==> config.mk <==
export PLATFORM = sky130hd
export DESIGN_NAME = dcache_wt_flat
export DESIGN_NICKNAME = d
export VERILOG_FILES = /design/src/rtl/dcache_wt_pkg.sv /design/src/rtl/dcache_wt_if.sv /design/src/rtl/dcache_frames.sv /design/src/rtl/dcache_wt.sv /design/src/flat_wrapper.sv
export SDC_FILE = /design/constraint.sdc
export NUM_CORES = 1
export LEC_CHECK = 0
export CORE_AREA = 2 2 394 298
export DETAILED_ROUTE_END_ITERATION = 10
export DIE_AREA = 0 0 396 300
export SLEW_MARGIN = 20
export SYNTH_ARGS = -nofsm -noshare
export SYNTH_HDL_FRONTEND = slang
export SYNTH_HIERARCHICAL = 1
export SYNTH_SLANG_ARGS = --single-unit
==> constraint.sdc <==
create_clock -name CLK -period 4.5 [get_ports CLK]
set_input_delay 0.45 -clock CLK [delete_from_list [all_inputs] [get_ports CLK]]
set_output_delay 0.45 -clock CLK [all_outputs]
set_load 0.005 [all_outputs]
==> src/rtl/dcache_wt_pkg.sv <==
// Shared CPU types (word_t, ramstate_t) and the data cache state/frame types.
package cpu_types_pkg;
  typedef logic [31:0] word_t;
  typedef enum logic [1:0] {FREE, BUSY, ACCESS, ERROR} ramstate_t;
endpackage

package dcache_wt_pkg;
  import cpu_types_pkg::*;

  // Tag field sized for the smallest legal cache (2 frames); larger caches zero-extend.
  localparam int TAG_MAXW = 29;

  typedef enum logic [2:0] {IDLE, RDMISS, WRITE, FLUSH, HALTED} dcache_state_t;

  typedef struct packed {
    logic                valid;
    logic [TAG_MAXW-1:0] tag;
    word_t               data;
  } dcache_frame_t;

  function automatic logic [TAG_MAXW-1:0] addr_tag(input word_t addr, input int idxw);
    return TAG_MAXW'(addr >> (idxw + 2));
  endfunction
endpackage

==> src/rtl/dcache_wt_if.sv <==
// Datapath-side and RAM-side signal bundle of the write-through data cache.
interface dcache_wt_if;
  import cpu_types_pkg::*;

  logic      dREN;
  logic      dWEN;
  word_t     daddr;
  word_t     dstore;
  logic      halt;
  logic      dhit;
  word_t     dload;
  logic      flushed;
  logic      ramREN;
  logic      ramWEN;
  word_t     ramaddr;
  word_t     ramstore;
  word_t     ramload;
  ramstate_t ramstate;

  modport slave (
    input  dREN, dWEN, daddr, dstore, halt, ramload, ramstate,
    output dhit, dload, flushed, ramREN, ramWEN, ramaddr, ramstore
  );

  modport master (
    output dREN, dWEN, daddr, dstore, halt, ramload, ramstate,
    input  dhit, dload, flushed, ramREN, ramWEN, ramaddr, ramstore
  );
endinterface

==> src/rtl/dcache_frames.sv <==
// Direct-mapped frame store: combinational read, one synchronous write per cycle.
module dcache_frames
  import cpu_types_pkg::*;
  import dcache_wt_pkg::*;
#(
  parameter int NSETS = 16,
  localparam int IDXW = $clog2(NSETS)
) (
  input  logic                CLK,
  input  logic                RST,
  input  logic [IDXW-1:0]     rd_idx,
  output dcache_frame_t       rd_frame,
  input  logic [IDXW-1:0]     wr_idx,
  input  logic                fill_en,
  input  logic [TAG_MAXW-1:0] fill_tag,
  input  word_t               fill_data,
  input  logic                upd_en,
  input  word_t               upd_data,
  input  logic                inv_en
);

  dcache_frame_t frame_mem [NSETS];

  assign rd_frame = frame_mem[rd_idx];

  // The controller never asserts more than one write enable at a time.
  always_ff @(posedge CLK) begin
    if (RST) begin
      for (int i = 0; i < NSETS; i++) begin
        frame_mem[i] <= '0;
      end
    end else if (fill_en) begin
      frame_mem[wr_idx] <= '{valid: 1'b1, tag: fill_tag, data: fill_data};
    end else if (upd_en) begin
      frame_mem[wr_idx].data <= upd_data;
    end else if (inv_en) begin
      frame_mem[wr_idx].valid <= 1'b0;
    end
  end

endmodule

==> src/rtl/dcache_wt.sv <==
// Direct-mapped write-through, no-write-allocate data cache with halt flush.
// Optional hit/miss counters are enabled with `define DCACHE_STATS_EN.
module dcache_wt
  import cpu_types_pkg::*;
  import dcache_wt_pkg::*;
#(
  parameter int NSETS = 16
) (
  input  logic      CLK,
  input  logic      RST,
  dcache_wt_if.slave bus
`ifdef DCACHE_STATS_EN
  ,
  output word_t     hit_count,
  output word_t     miss_count
`endif
);

  localparam int IDXW = $clog2(NSETS);

  dcache_state_t       state, next_state;
  logic [IDXW-1:0]     flush_cnt;
  logic [IDXW-1:0]     idx;
  logic [IDXW-1:0]     wr_idx;
  logic [TAG_MAXW-1:0] tag;
  dcache_frame_t       frame;
  word_t               word_addr;
  logic                tag_hit;
  logic                fill_en, upd_en, inv_en;

  assign idx       = bus.daddr[IDXW+1:2];
  assign tag       = addr_tag(bus.daddr, IDXW);
  assign word_addr = {bus.daddr[31:2], 2'b00};
  assign tag_hit   = frame.valid && (frame.tag == tag);
  assign wr_idx    = (state == FLUSH) ? flush_cnt : idx;

  dcache_frames #(.NSETS(NSETS)) frames_u (
    .CLK       (CLK),
    .RST       (RST),
    .rd_idx    (idx),
    .rd_frame  (frame),
    .wr_idx    (wr_idx),
    .fill_en   (fill_en),
    .fill_tag  (tag),
    .fill_data (bus.ramload),
    .upd_en    (upd_en),
    .upd_data  (bus.dstore),
    .inv_en    (inv_en)
  );

  always_ff @(posedge CLK) begin
    if (RST) begin
      state     <= IDLE;
      flush_cnt <= '0;
    end else begin
      state <= next_state;
      if (state == FLUSH) begin
        flush_cnt <= flush_cnt + 1'b1;
      end
    end
  end

  // RAM request lines follow the held request level so an abort drops them at once.
  always_comb begin
    next_state   = state;
    bus.dhit     = 1'b0;
    bus.dload    = '0;
    bus.flushed  = 1'b0;
    bus.ramREN   = 1'b0;
    bus.ramWEN   = 1'b0;
    bus.ramaddr  = '0;
    bus.ramstore = '0;
    fill_en      = 1'b0;
    upd_en       = 1'b0;
    inv_en       = 1'b0;
    unique case (state)
      IDLE: begin
        if (bus.halt) begin
          next_state = FLUSH;
        end else if (bus.dWEN) begin
          next_state = WRITE;
        end else if (bus.dREN) begin
          if (tag_hit) begin
            bus.dhit  = 1'b1;
            bus.dload = frame.data;
          end else begin
            next_state = RDMISS;
          end
        end
      end
      RDMISS: begin
        if (!bus.dREN) begin
          next_state = IDLE;
        end else begin
          bus.ramREN  = 1'b1;
          bus.ramaddr = word_addr;
          if (bus.ramstate == ACCESS) begin
            bus.dhit   = 1'b1;
            bus.dload  = bus.ramload;
            fill_en    = 1'b1;
            next_state = IDLE;
          end
        end
      end
      WRITE: begin
        if (!bus.dWEN) begin
          next_state = IDLE;
        end else begin
          bus.ramWEN   = 1'b1;
          bus.ramaddr  = word_addr;
          bus.ramstore = bus.dstore;
          if (bus.ramstate == ACCESS) begin
            bus.dhit   = 1'b1;
            upd_en     = tag_hit;
            next_state = IDLE;
          end
        end
      end
      FLUSH: begin
        inv_en = 1'b1;
        if (flush_cnt == IDXW'(NSETS - 1)) begin
          next_state = HALTED;
        end
      end
      HALTED: begin
        bus.flushed = 1'b1;
      end
      default: begin
        next_state = IDLE;
      end
    endcase
  end

`ifdef DCACHE_STATS_EN
  logic read_hit, miss_start;

  assign read_hit   = (state == IDLE) && !bus.halt && !bus.dWEN && bus.dREN && tag_hit;
  assign miss_start = (state == IDLE) && (next_state == RDMISS);

  always_ff @(posedge CLK) begin
    if (RST) begin
      hit_count  <= '0;
      miss_count <= '0;
    end else begin
      if (read_hit && (hit_count != 32'hFFFF_FFFF)) begin
        hit_count <= hit_count + 32'd1;
      end
      if (miss_start && (miss_count != 32'hFFFF_FFFF)) begin
        miss_count <= miss_count + 32'd1;
      end
    end
  end
`endif

endmodule

==> src/flat_wrapper.sv <==
// flat-port wrapper written by rule: the top's interface ports become plain ports
module dcache_wt_flat import cpu_types_pkg::*; import dcache_wt_pkg::*;
#(
  parameter int NSETS = 16
)
  (CLK, RST, bus_dREN, bus_dWEN, bus_daddr, bus_dstore, bus_halt, bus_ramload, bus_ramstate, bus_dhit, bus_dload, bus_flushed, bus_ramREN, bus_ramWEN, bus_ramaddr, bus_ramstore);
  dcache_wt_if bus_i ();
  input  logic CLK;
  input  logic RST;
  input wire logic [$bits(bus_i.dREN)-1:0] bus_dREN;
  input wire logic [$bits(bus_i.dWEN)-1:0] bus_dWEN;
  input wire logic [$bits(bus_i.daddr)-1:0] bus_daddr;
  input wire logic [$bits(bus_i.dstore)-1:0] bus_dstore;
  input wire logic [$bits(bus_i.halt)-1:0] bus_halt;
  input wire logic [$bits(bus_i.ramload)-1:0] bus_ramload;
  input wire logic [$bits(bus_i.ramstate)-1:0] bus_ramstate;
  output wire logic [$bits(bus_i.dhit)-1:0] bus_dhit;
  output wire logic [$bits(bus_i.dload)-1:0] bus_dload;
  output wire logic [$bits(bus_i.flushed)-1:0] bus_flushed;
  output wire logic [$bits(bus_i.ramREN)-1:0] bus_ramREN;
  output wire logic [$bits(bus_i.ramWEN)-1:0] bus_ramWEN;
  output wire logic [$bits(bus_i.ramaddr)-1:0] bus_ramaddr;
  output wire logic [$bits(bus_i.ramstore)-1:0] bus_ramstore;
  assign bus_i.dREN = bus_dREN;
  assign bus_i.dWEN = bus_dWEN;
  assign bus_i.daddr = bus_daddr;
  assign bus_i.dstore = bus_dstore;
  assign bus_i.halt = bus_halt;
  assign bus_i.ramload = bus_ramload;
  assign bus_i.ramstate = bus_ramstate;
  assign bus_dhit = bus_i.dhit;
  assign bus_dload = bus_i.dload;
  assign bus_flushed = bus_i.flushed;
  assign bus_ramREN = bus_i.ramREN;
  assign bus_ramWEN = bus_i.ramWEN;
  assign bus_ramaddr = bus_i.ramaddr;
  assign bus_ramstore = bus_i.ramstore;
  dcache_wt #(.NSETS(NSETS)) u_core (.CLK(CLK), .RST(RST), .bus(bus_i));
endmodule
# Yosys cells after proc, flatten, opt, wreduce, memory -nomap -nowiden
# Memory sizes are Yosys's and may differ from the RTL's.
# Cells that the tools add are included.
[word_totals] ram_bits=944 n_memories=1 out_inout_bits=100 reg_bits=7 word_cells=80
[memory_table] memory="u_core.frames_u.frame_mem" words=16 word_bits=59 rd=1 rd_clocked_by_memory_dff=0 wr=16 line="dcache_frames.sv:22" text="dcache_frame_t frame_mem [NSETS];"
[classes] n_mux=59 reduce_logical=4 addsub=1 n_bitwise=3 eq_ne=10
[op_table] operator="32-bit 2-to-1 mux" count=11
[op_table] operator="32-bit one-hot mux with 2 select lines" count=2
[op_table] operator="59-bit 2-to-1 mux" count=1
[op_table] operator="59-bit OR reduction" count=1
[op_table] operator="1-bit 2-to-1 mux" count=32
[op_table] operator="29-bit by 26-bit == test with 1-bit output" count=1
[op_table] operator="3-bit 2-to-1 mux" count=9
[op_table] operator="3-bit one-hot mux with 5 select lines" count=1
[op_table] operator="4-bit 2-to-1 mux" count=2
[op_table] operator="4-bit != test (second input constant)" count=2
[op_table] operator="3-bit by 2-bit == test with 1-bit output (second input constant)" count=2
[op_table] operator="4-bit by 1-bit adder with 4-bit output (second input constant)" count=1
[op_table] operator="4-bit == test (second input constant)" count=1
[op_table] operator="4-bit AND reduction" count=1
[op_table] operator="3-bit by 1-bit == test with 1-bit output (second input constant)" count=1
[op_table] operator="3-bit == test (second input constant)" count=1
[op_table] operator="3-bit logical NOT" count=1
[op_table] operator="1-bit one-hot mux with 3 select lines" count=1
[op_table] operator="2-bit == test (second input constant)" count=1
[op_table] operator="2-bit != test (second input constant)" count=1
[op_table] operator="1-bit bitwise OR" count=2
[op_table] operator="1-bit logical AND" count=1
[op_table] operator="1-bit inverter" count=1

# Depth between registers and ports, before layout
# Gate-level depths: netlist of the first run.
# An unclocked memory read counts as a cell.
[logic_depth] ltp_word=13 ltp_mapped=17 ltp_nobuf=11

# Cells and area by module
# Netlist of the first run, hierarchy kept.
[by_module_without_submodules] module="dcache_frames" seq_area_each_um2=29788.6 n_inst=1 cells_per_inst=2803 area_per_inst_um2=44168.6
[by_module_without_submodules] module="dcache_wt" seq_area_each_um2=140.1 n_inst=1 cells_per_inst=214 area_per_inst_um2=1582.8

# Worst setup path before layout of the first run
# OpenSTA, ideal clock, no wires.
[synth_path] kind="input to register" startpoint="input port bus_daddr[2]" endpoint="memory u_core/frames_u/frame_mem[15][0] (netlist name) (enable)" path_stages=14 slack_ns=-0.409 t_arrival_ns=4.515 n_path_buf=4 setup_ns=0.394 path_cell_list="buf_2 buf_2 buf_4 mux4_2 a22oi_1 nand2_1 or4b_4 nor4_4 nand4_1 nor3b_1 nor2_1 or3_1 clkbuf_1 nand2b_1"
[synth_lines] element="start, declared" line="flat_wrapper.sv:12" text="input wire logic [$bits(bus_i.daddr)-1:0] bus_daddr;"
[synth_lines] element="end, declared" line="dcache_frames.sv:22"

==> results summary, run 1 <==
The run finished with clean final reports. STA classifies the critical path startpoint as a register. The overall via count from detail_route is 26,881. Summed over all layers, the routed wires come to 130,000 um. The count of yosys warnings during synthesis is 6. The area of the core came out at 115,000 um^2. The post-synthesis area per instance came out at 15.2 um^2. The count of endpoints failing setup in the final report is 0. In this design, the stage delay of the slowest critical-path cell is 0.51 ns. The clock tree buffer depth came out at 3.

Along the worst path, the maximum fanout reaches 13. The full die area came out at 119,000 um^2. The critical path is of the register to output port type. The commonest cells after synthesis are edfxtp_1 (992), and2_1 (528), nor2_1 (525), mux4_2 (248), clkbuf_1 (159). The total routing resource utilization after global routing came out at 21.8%. The endpoint required time on the critical path is 4.05 ns. The final weighted congestion in routability-driven placement came out at 0.762.

For this run, the top clock speed supported by timing is 222 MHz. The total count of max-transition violations in the final report is 0. The row count came out at 108. TritonCTS built the clock tree. The count of hold buffers inserted by post-cts repair is 0. In this run, synthesis inferred 992 flip-flops with an integrated enable. For this run, design rule violations remaining after detail routing come to 0. Compared with the post-synthesis result, the final layout area differs by 19.5%. Entering global routing, the biggest net connects 94 pins.

The actual transition at the worst max-transition pin is 1.11 ns. The first global-routing pass estimated 189,000 um of wire. Sorting the synthesized cells by area gives the leading types as edfxtp_1 (65%), mux4_2 (12%), and2_1 (7.2%). The worst slew margin relative to its limit came out at 26.1%. The vertical die dimension came out at 300 um. The first-pass detailed-route iteration total came out at 7.

The cell with the largest stage delay on the worst path is or4b_4. In this run, synthesis produced a sequential element count of 999. Hold is met by 0.371 ns.

The design draws 20.9 mW. The number of clock buffers added by TritonCTS is 100. The synthesized netlist cell count is 3,017. The initial antenna violation count came out at 7. For the final database, setup skew stands at 0.0347 ns. The worst setup path is captured at an output port. Setup repair after global routing could not meet its margin everywhere.

For this run, asynchronously set or reset flops after synthesis account for 0%. The post-detailed-route wirelength per cell is 26.4 um. The tree built by TritonCTS fans out to 999 sinks. The clock latency reported for the late side of the worst-skew pair is 0.70 ns.

The clock tree root driver cell is clkbuf_16. In the post-synthesis netlist, the cell with the most instances is edfxtp_1. The maximum level of the CTS H-tree is 3.

The final cell count without fillers came out at 4,934. The post-route netlist has 22.6% of its cells at a drive strength greater than 1. The clock edge transition at the registers on the reported setup and hold paths is 0.06 ns. The cell family contributing the most delay on the critical path is simple AND/OR/NAND/NOR gates. The final antenna-violating net count came out at 0. After routing, the total negative slack on setup checks comes to 0 ns. The estimated wirelength of the detail-placed design is 77,500 um. After layout, the minimum clock period comes to 4.50 ns.

Measured along the x axis, the die boundary spans 396 um. The leakage component of the power is 19.9 nW. The total standard cell area after synthesis came out at 45,800 um^2. The worst-case setup slack after placement is -0.235 ns.

Using the TritonRoute via totals, the vias-per-cell ratio works out to 5.45. Of the available clock period, the critical path in the final layout requires 100%. In this run, the number of DRC markers left after iteration 0 of detailed routing was 2,793. Sequential cells were found to cover 65.4% of the synthesized design area. In this run the worst hold path is classified as input port to register. The total power density per cell area came out at 383 nW/um^2. By instance count, the cell type seen most on the critical path is buf_12. Traced cell by cell, the critical path runs through mux4_2 > a22oi_2 > nand2_1 > or4b_4 > nor4_4 > buf_4 > nand4_4 > nor3_4 > buf_12 > buf_12 > a22o_1 > clkdlybuf4s50_1. For this run, the leading register cell type out of synthesis is edfxtp_1. At the worst endpoint, the arrival time is 4.05 ns. The post-layout net count is 3,417. Setup slack on the critical path of the routed design comes to 0.00195 ns.

The total global routing overflow came out at 0. The final hold violation count is 0. The number of placed I/O pins came out at 203. The number of global-route vias before repair was 27,152. The number of cells after detailed placement came out at 4,744.

The combined buffer and inverter count along the critical path came out at 4. Port buffering added 198 buffers. The max-capacitance violation count is 0. Of the post-synthesis cell area, the dominant cell type holds 65.1%. The worst supply voltage drop on vdd came out at 0.272 mV. Of all cell types, the one taking the most synthesized area is edfxtp_1. After synthesis, the netlist uses 56 different library cells. The starting density of the core is 39.8%.
-- sequential cells by signal (all words and copies together) (netlist names) --
| signal | flops |
|---|---|
| u_core/frames_u/frame_mem | 992 |
| u_core/state | 3 |
| u_core/flush_cnt | 4 |
-- cells by family (layout without fill, tap and decap cells) --
family	count (synthesis)	after routing	synth area share [%]
other	1	25	0.00820
adders and majority gates	1	1	0.0273
xor gates and xnor gates	29	29	0.555
buffers and inverters	281	634	3.18
AOI/OAI and AO/OA	184	184	3.05
and+or+nand+nor	1237	1237	13.9
DFF	999	999	65.4
muxes	285	285	13.8
-- area by class of cell --
class | instances | area, um^2
timing repair buffer | 451 | 5000
tap | 1540 | 1930
fill | 9773 | 60300
clock inverter | 62 | 527
antenna | 2 | 5.00
sequential | 999 | 29900
inverter | 2 | 7.51
clock buffer | 119 | 2590
multi-input combinational | 1759 | 14700
-- metrics by stage --
step / util (%) / area [um^2]
after global routing: 47.6 / 54700
after detailed placement: 44.7 / 51400
final: 47.6 / 54700
after global placement: 44.7 / 51400
after floorplan: - / 45900
after CTS: 47.5 / 54600
-- per-layer routing --
layer / share of wire [%] / vias to the layer above / GRT usage, % / wire length (um)
met5: 0 / - / 0 / 0
met4: 2.3 / 0 / 5.57 / 3030
met3: 8.1 / 190 / 4.12 / 10600
met2: 46 / 1084 / 33.9 / 59800
met1: 44 / 13893 / 31.8 / 56800
li1: - / 11714 / - / -
-- path summary, 6_finish.rpt --
kind                                                  startpoint                           endpoint  slack [ns]  cells past startpoint
worst max register to register  u_core/frames_u/frame_mem[3][59]  u_core/frames_u/frame_mem[14][25]        0.44                     13
worst min-delay path                                         RST                    u_core/state[2]        0.37                      3
worst min register to register               u_core/flush_cnt[3]                u_core/flush_cnt[3]        0.56                      2
worst max-delay path            u_core/frames_u/frame_mem[3][59]                      bus_dload[16]       0.002                     12
-- worst reg2reg max path, cell delays in order (launching register included) --
cell and delay, ns:
edfxtp_1 0.36, mux4_2 0.48, a22oi_2 0.29, nand2_1 0.10
or4b_4 0.51, nor4_4 0.19, buf_4 0.16, nand4_1 0.08
buf_4 0.17, nor3b_2 0.26, nor2_1 0.16, or3_2 0.61
nand2b_4 0.20, buf_12 0.19
-- power breakdown --
group          total, mW  internal, mW  switching, mW
sequential          10.6          10.5          0.104
combinational       2.16         0.978           1.19
clock               8.14          4.56           3.58
-- placed cells by master, fill, tap and decap left out, types with 5 or more instances in the layout --
cell / count
a21o_1: 12
a22o_1: 26
a22oi_1: 117
a22oi_2: 8
and2_1: 527
and4bb_2: 6
buf_12: 87
buf_4: 165
bufinv_16: 8
clkbuf_1: 18
clkbuf_16: 101
clkdlybuf4s50_1: 163
clkinv_1: 31
clkinv_2: 16
conb_1: 23
dfxtp_1: 7
dlygate4sd2_1: 20
dlymetal6s2s_1: 11
edfxtp_1: 992
mux2i_4: 30
mux4_2: 248
nand2_1: 72
nand2_2: 11
nand2b_2: 11
nand2b_4: 5
nand3_1: 8
nor2_1: 519
nor2_2: 5
nor2b_2: 6
o21bai_1: 5
or2_2: 16
or3_2: 5
xor2_1: 28
-- what timing repair did --
item	in CTS	in global routing
gates cloned	1	0
resized for setup	31	18
pin swaps	4	7
endpoints found under the setup margin	33	15
setup buffers	4	2
Power figures use the tool's default switching activity.
==> run 2, diff against run 1 <==
Settings changed: ABC_AREA from default to 0, CORE_AREA 2 2 394 298 to 4 4 396 300, DIE_AREA 0 0 396 300 to 0 0 400 304.
==> run 2 against run 1 <==
Net effect: die area up 2.4%; clock skew up 0.018 ns; wire length up 1.3%; non-clock buffer count up 34; sequential power about the same; largest power group unchanged.
==> results summary, run 2 (synthesized netlist as in run 1, its figures left out) <==
The maximum clock frequency came out at 227 MHz (was 222 MHz). The net switching share of the total power is 23.3% (about the same). The total global routing overflow is 0 (unchanged). The footprint of the multi-input gates is 14,800 um^2 (was 14,700 um^2).

The worst-case setup slack after placement came to -0.243 ns (was -0.235 ns). The flip-flop count of the largest register, all copies and words added is 992 (unchanged). The full die area came out at 122,000 um^2 (was 119,000 um^2). The maximum clock skew at final layout came to 0.0523 ns (was 0.0347 ns). The die width is 400 um (was 396 um). The internal cell power came out at 16.3 mW (was 16.1 mW).

The maximum level of the CTS H-tree is 3 (unchanged). The final hold violation count came out at 0 (unchanged). The total count of max-transition violations in the final report is 0 (unchanged). The biggest fanout along the worst timing path came out at 6 (was 13). The proportion of layout cells with a drive suffix above 1 is 23.7% (was 22.6%). The clock group share of total power is 39.1% (was 38.9%). The number of buffers inserted by port buffering came out at 198 (unchanged). The leading cell type in the layout, fill and taps excluded is edfxtp_1 (unchanged). The count of hold buffers inserted by post-cts repair is 0 (unchanged). The vertical die dimension came out at 304 um (was 300 um). The worst setup slack after layout was 0.0907 ns (was 0.00195 ns).

The number of global-route vias before repair came out at 27,547 (was 27,152). The final weighted congestion in routability-driven placement is 0.786 (was 0.762). The instance area after placement is 52,000 um^2 (was 51,400 um^2). The first-pass GRT wire length is 192,000 um (was 189,000 um). The launching element type of the critical path is a register (unchanged). The clock latency reported for the late side of the worst-skew pair came out at 0.70 ns (about the same).

The DRC violation count after routing is 0 (unchanged). The total routing resource utilization after global routing is 21.5% (was 21.8%). The max-capacitance violation count was 0 (unchanged). Top library cells by usage in the layout, fill and taps aside: edfxtp_1 (992), and2_1 (527), nor2_1 (519) (unchanged). The final cell count without fillers is 4,970 (was 4,934). The clock edge transition at the registers on the reported setup and hold paths is 0.06 ns (about the same). The total clock buffers created by CTS came to 101 (was 100). The worst supply voltage drop on vdd is 0.306 mV (was 0.272 mV). The count of endpoints failing setup in the final report came out at 0 (unchanged). The minimum hold slack is 0.226 ns (was 0.371 ns).

The post-detailed-route wirelength per cell came to 26.5 um (was 26.4 um). The total wire length came out at 132,000 um (was 130,000 um). The clock tree buffer depth is 3 (unchanged). The overall via count from detail_route was 27,279 (was 26,881). The type of the tightest min-delay check is input port to register (unchanged).

The critical path start-end classification is register to output port (unchanged). The endpoint required time on the critical path came to 4.05 ns (about the same). The worst slew margin relative to its limit is 38.9% (was 26.1%). The row count came to 108 (unchanged). The number of placed I/O pins is 203 (unchanged). The clock sink count is 999 (unchanged).

The fraction of power consumed by combinational cells was 10.7% (was 10.3%). The synthesis-to-finish area growth is 21.2% (was 19.5%). Registers with the highest flip-flop counts: u_core/frames_u/frame_mem: 992 flops, u_core/flush_cnt: 4 flops, u_core/state: 3 flops (unchanged). The post-layout net count came to 3,452 (was 3,417). Result of the run: completed (unchanged). The clock tree root driver cell is clkbuf_16 (unchanged).

The number of cells after detailed placement came out at 4,776 (was 4,744). The final antenna-violating net count came out at 0 (unchanged). The net switching power came to 4.93 mW (was 4.87 mW).

The actual transition at the worst max-transition pin is 0.915 ns (was 1.11 ns). The per-cell via count in the routed design is 5.49 (was 5.45). The total power density per cell area is 382 nW/um^2 (was 383 nW/um^2). The first-pass detailed-route iteration total is 5 (was 7). The data arrival time of the critical path came out at 3.96 ns (was 4.05 ns). The period utilization is 98.0% (was 100%). The final critical path time including I/O delays and setup was 4.41 ns (was 4.50 ns). The area of all sequential standard cells came out at 29,900 um^2 (unchanged). The most flop-heavy register is u_core/frames_u/frame_mem (unchanged).

The area of all placed cells without fillers came to 55,500 um^2 (was 54,700 um^2). The starting density of the core is 39.8% (unchanged). The estimated wirelength of the detail-placed design came out at 80,700 um (was 77,500 um). The pin count of the biggest net entering global routing is 49 (was 94).

The leakage component of the power came out at 20.2 nW (was 19.9 nW). The kind of end point of the critical path was an output port (unchanged). The TritonCTS clock tree is yes (unchanged). The final-layout fill cell count is 9,674 (was 9,773). The fraction of power consumed by sequential logic came out at 50.1% (was 50.8%). The initial antenna violation count came to 4 (was 7).

The iteration-0 DRC count of the detailed router is 2,983 (was 2,793). The area of the core came to 115,000 um^2 (unchanged).
## run 2: cell count changes in the layout (fill, tap and decap cells not counted), sizes merged
cell and change:
clkinvlp +1, buf +32, dlygate4sd2 -11, bufinv +1
clkdlybuf4s15 +11, clkbuf +11, dlymetal6s2s -2, clkdlybuf4s50 +2
diode -1, clkinv -10, inv +2
## run 2: stage by stage
| step | setup TNS [ns] | total power [mW] | utilization [%] |
|---|---|---|---|
| 2_1_floorplan | 0 | 11.9 | - |
| 3_3_place_gp | -109.69 | 13.0 | 45.2 |
| 3_5_place_dp | -103.12 | 13.1 | 45.2 |
| 4_1_cts | -0.443 | 21.3 | 48.0 |
| 5_1_grt | -0.0167 | 21.9 | 48.2 |
| 6_report | 0 | 21.2 | 48.2 |
## run 2: area by class of cell
type,count,area share (%)
inverter,2,0.0135
timing repair buffer,485,10.1
sequential,999,54.0
clock buffer,128,4.78
tap,1540,3.47
multi-input combinational,1759,26.6
antenna,1,0.00451
clock inverter,56,1.02
## run 2: what timing repair did
item | CTS | global route
hold endpoints to repair | 0 | 0
gates cloned | 0 | 2
pin swaps | 4 | 6
endpoints found under the setup margin | 33 | 21
gates resized for setup | 27 | 39
setup buffers | 1 | 6
## run 2: critical path, stage by stage (launching register included)
cell           delay (ns)
edfxtp_1             0.36
mux4_2               0.50
a22oi_2              0.20
buf_4                0.16
nand2_1              0.06
xor2_1               0.15
buf_4                0.17
nor4_4               0.26
buf_4                0.17
nand4_4              0.13
nor3_4               0.24
buf_12               0.15
clkbuf_16            0.16
buf_4                0.13
a22o_1               0.15
dlygate4sd2_1        0.25
## run 2: power groups by stage
stage	Sequential, mW	Combinational (mW)	Clock (mW)
final	10.6	2.27	8.30
after global placement	10.8	2.24	0
after floorplan	10.8	1.11	0
after global routing	10.7	2.39	8.84
after detailed placement	10.8	2.25	0
after CTS	10.6	2.25	8.44
## run 2: worst paths after layout
| check | end | slack (ns) | startpoint | depth (start not counted) |
|---|---|---|---|---|
| worst max-delay path | bus_dload[4] | 0.09 | u_core/frames_u/frame_mem[0][36] | 15 |
| worst min-delay path | u_core/flush_cnt[2] | 0.23 | RST | 2 |
| worst max register to register | u_core/frames_u/frame_mem[8][6] | 0.20 | u_core/frames_u/frame_mem[3][39] | 18 |
| worst min register to register | u_core/flush_cnt[3] | 0.56 | u_core/flush_cnt[3] | 2 |
## run 2: layer usage
metal / vias up / part of all wire, % / global-route usage (%) / wire length, um
met5: - / 0 / 0 / 0
li1: 11799 / - / - / -
met4: 0 / 2.2 / 4.93 / 2870
met3: 167 / 9.3 / 4.38 / 12200
met1: 14115 / 43 / 32.2 / 57200
met2: 1198 / 45 / 32.5 / 59600
==> run 3, diff against run 2 <==
Settings changed: CORE_AREA 4 4 396 300 to 4 4 355 269, DIE_AREA 0 0 400 304 to 0 0 359 273, PLACE_DENSITY from default to 0.7.
==> run 3 against run 2 <==
Net effect: sequential power barely moved; worst setup slack is essentially flat; sequential cell count is the same; combinational power decreased by 3%; critical endpoint is now bus_dload[1]; largest power group unchanged.
==> results summary, run 3 (synthesized netlist as in run 1, its figures left out) <==
Result of the run: completed (unchanged). The first-pass GRT wire length came out at 190,000 um (was 192,000 um). The estimated wirelength of the detail-placed design came out at 78,800 um (was 80,700 um).

The most flop-heavy register is u_core/frames_u/frame_mem (unchanged). The worst slew margin relative to its limit is 42.7% (was 38.9%). The vertical die dimension is 273 um (was 304 um). The flip-flop count of the largest register, all copies and words added was 992 (unchanged). The number of placed I/O pins is 203 (unchanged).

The proportion of layout cells with a drive suffix above 1 is 23.8% (was 23.7%). The maximum clock frequency came out at 227 MHz (about the same). The longest individual stage delay on the worst path was 0.52 ns (was 0.50 ns). The maximum clock skew at final layout is 0.0205 ns (was 0.0523 ns). The internal cell power came out at 16.6 mW (was 16.3 mW).

The number of global-route vias before repair came out at 28,724 (was 27,547). The max-capacitance violation count came out at 0 (unchanged). The pin count of the biggest net entering global routing came out at 129 (was 49). The endpoint required time on the critical path came out at 4.05 ns (about the same). The net switching share of the total power came out at 22.6% (was 23.3%).

The leading cell type in the layout, fill and taps excluded is edfxtp_1 (unchanged). The instance area after placement came out at 51,300 um^2 (was 52,000 um^2). The critical path's most frequent cell is buf_12 (was buf_4). The overall via count from detail_route came out at 28,146 (was 27,279).

The post-layout net count was 3,447 (was 3,452). The cell with the largest stage delay on the worst path was mux4_2 (unchanged). The clock latency reported for the late side of the worst-skew pair was 0.67 ns (was 0.70 ns). The net switching power came out at 4.84 mW (was 4.93 mW).

The starting density of the core came out at 50.0% (was 39.8%). The total clock buffers created by CTS came out at 96 (was 101). The worst supply voltage drop on vdd came out at 0.344 mV (was 0.306 mV). The fraction of power consumed by combinational cells is 10.3% (was 10.7%).

The die width is 359 um (was 400 um). The worst-case setup slack after placement is -0.343 ns (was -0.243 ns). The total wire length was 129,000 um (was 132,000 um). The fraction of power consumed by sequential logic came out at 49.6% (was 50.1%). The leakage component of the power came to 20.1 nW (was 20.2 nW). Registers with the highest flip-flop counts: u_core/frames_u/frame_mem: 992 flops, u_core/flush_cnt: 4 flops, u_core/state: 3 flops (unchanged). The count of endpoints failing setup in the final report is 0 (unchanged). The biggest fanout along the worst timing path is 14 (was 6). Cell chain of the critical path: buf_12 > buf_12 > buf_12 > buf_4 > mux4_2 > a22oi_1 > nand2_1 > xor2_1 > nor4_4 > buf_4 > nand4_4 > nor3_4 > buf_12 > buf_12 > buf_6 > a22o_1 > clkdlybuf4s15_1 (was mux4_2 > a22oi_2 > buf_4 > nand2_1 > xor2_1 > buf_4 > nor4_4 > buf_4 > nand4_4 > nor3_4 > buf_12 > clkbuf_16 > buf_4 > a22o_1 > dlygate4sd2_1). The kind of end point of the critical path is an output port (unchanged). The area of the core came out at 91,500 um^2 (was 115,000 um^2). The clock tree buffer depth is 3 (unchanged). The iteration-0 DRC count of the detailed router was 3,876 (was 2,983).

The total global routing overflow came out at 0 (unchanged). The actual transition at the worst max-transition pin came to 0.859 ns (was 0.915 ns). The total power density per cell area is 390 nW/um^2 (was 382 nW/um^2). The period utilization came to 98.0% (about the same). The data arrival time of the critical path came out at 3.96 ns (about the same).

The TritonCTS clock tree was yes (unchanged). The clock sink count came out at 999 (unchanged). The maximum level of the CTS H-tree was 3 (unchanged).

The total count of max-transition violations in the final report is 0 (unchanged). The type of the tightest min-delay check is input port to register (unchanged). The final antenna-violating net count came out at 0 (unchanged). The sum of negative setup slack came out at 0 ns (unchanged).

The total routing resource utilization after global routing is 26.2% (was 21.5%). The final weighted congestion in routability-driven placement is 0.827 (was 0.786). The full die area came out at 98,000 um^2 (was 122,000 um^2). The post-detailed-route wirelength per cell is 27.8 um (was 26.5 um). The worst setup slack after layout came out at 0.0912 ns (was 0.0907 ns). The final critical path time including I/O delays and setup is 4.41 ns (about the same). The first-pass detailed-route iteration total came out at 7 (was 5). The launching element type of the critical path was an input port (was register). The synthesis-to-finish area growth came out at 20.0% (was 21.2%). The critical path start-end classification is input port to output port (was register to output port). The initial antenna violation count was 10 (was 4). The clock group share of total power is 40.2% (was 39.1%). The per-cell via count in the routed design is 6.05 (was 5.49). Top library cells by usage in the layout, fill and taps aside: edfxtp_1 (992), and2_1 (527), nor2_1 (519) (unchanged). The number of buffers inserted by port buffering came to 198 (unchanged). The final-layout fill cell count came out at 6,735 (was 9,674). The final hold violation count is 0 (unchanged).

The clock edge transition at the registers on the reported setup and hold paths is 0.06 ns (about the same). The clock tree root driver cell is clkbuf_16 (unchanged). The area of all placed cells without fillers is 54,900 um^2 (was 55,500 um^2). The row count came to 96 (was 108). The DRC violation count after routing came out at 0 (unchanged).
==> run 3: cell types whose count changed in the layout (fill, tap and decap cells not counted), moves of 10 or more <==
cell | previous run | this run
buf_4 | 167 | 180
nand2_2 | 11 | 0
bufinv_16 | 9 | 19
clkbuf_2 | 0 | 13
clkbuf_1 | 26 | 7
nand2_1 | 72 | 83
buf_12 | 114 | 103
==> run 3: metrics by stage <==
stage	power, mW	instances	utilization (%)	hold slack [ns]
detailed placement	13.0	4451	56.1	0.537
global route	22.1	4651	60.0	0.410
CTS	21.5	4645	59.9	0.355
floorplan	11.9	3039	-	0.495
finish	21.4	4654	60.0	0.396
global placement	12.9	4451	56.1	0.518
==> run 3: final timing paths <==
check / startpoint / end / slack [ns] / cells past startpoint
setup reg to reg: u_core/frames_u/frame_mem[11][45] / u_core/frames_u/frame_mem[7][8] / 0.18 / 17
hold / removal: RST / u_core/flush_cnt[0] / 0.40 / 3
setup / recovery: bus_daddr[2] / bus_dload[1] / 0.09 / 17
hold reg to reg: u_core/flush_cnt[3] / u_core/flush_cnt[3] / 0.55 / 2
==> run 3: area by class of cell <==
type                       count  area, um^2  share of cell area, %
inverter                       2        7.51                 0.0137
timing repair buffer         485        5390                   9.82
multi-input combinational   1759       14700                   26.7
tap                         1225        1530                   2.79
clock buffer                 105        2480                   4.51
clock inverter                76         902                   1.64
antenna                        3        7.51                 0.0137
sequential                   999       29900                   54.5
==> run 3: power groups by stage <==
stage                     logic (mW)  registers, mW  clock network [mW]
after detailed placement        2.17           10.8                   0
after global placement          2.14           10.8                   0
final                           2.20           10.6                8.61
after CTS                       2.18           10.6                8.70
after global routing            2.32           10.7                9.10
after floorplan                 1.11           10.8                   0
==> run 3: per-layer routing <==
layer  share of wire (%)  wire length [um]  global-route usage (%)
met1                  39             50600                    38.0
met2                  45             58500                    40.0
met3                  13             16400                    6.43
met4                 2.9              3760                    7.24
met5              0.0054                 7                       0
==> run 3: worst max-delay path, delay by kind of cell <==
kind | cells | cell delay (ns)
muxes | 1 | 0.52
xor gates and xnor gates | 1 | 0.21
buffers and inverters | 9 | 1.49
AOI/OAI and AO/OA | 2 | 0.37
and+or+nand+nor | 4 | 0.87
==> run 3: timing repair <==
action	in CTS	in global routing
resized for setup	36	44
cloned	1	0
setup endpoints to repair	33	23
buffers inserted	12	6
hold buffers	0	0
pin swaps	5	2
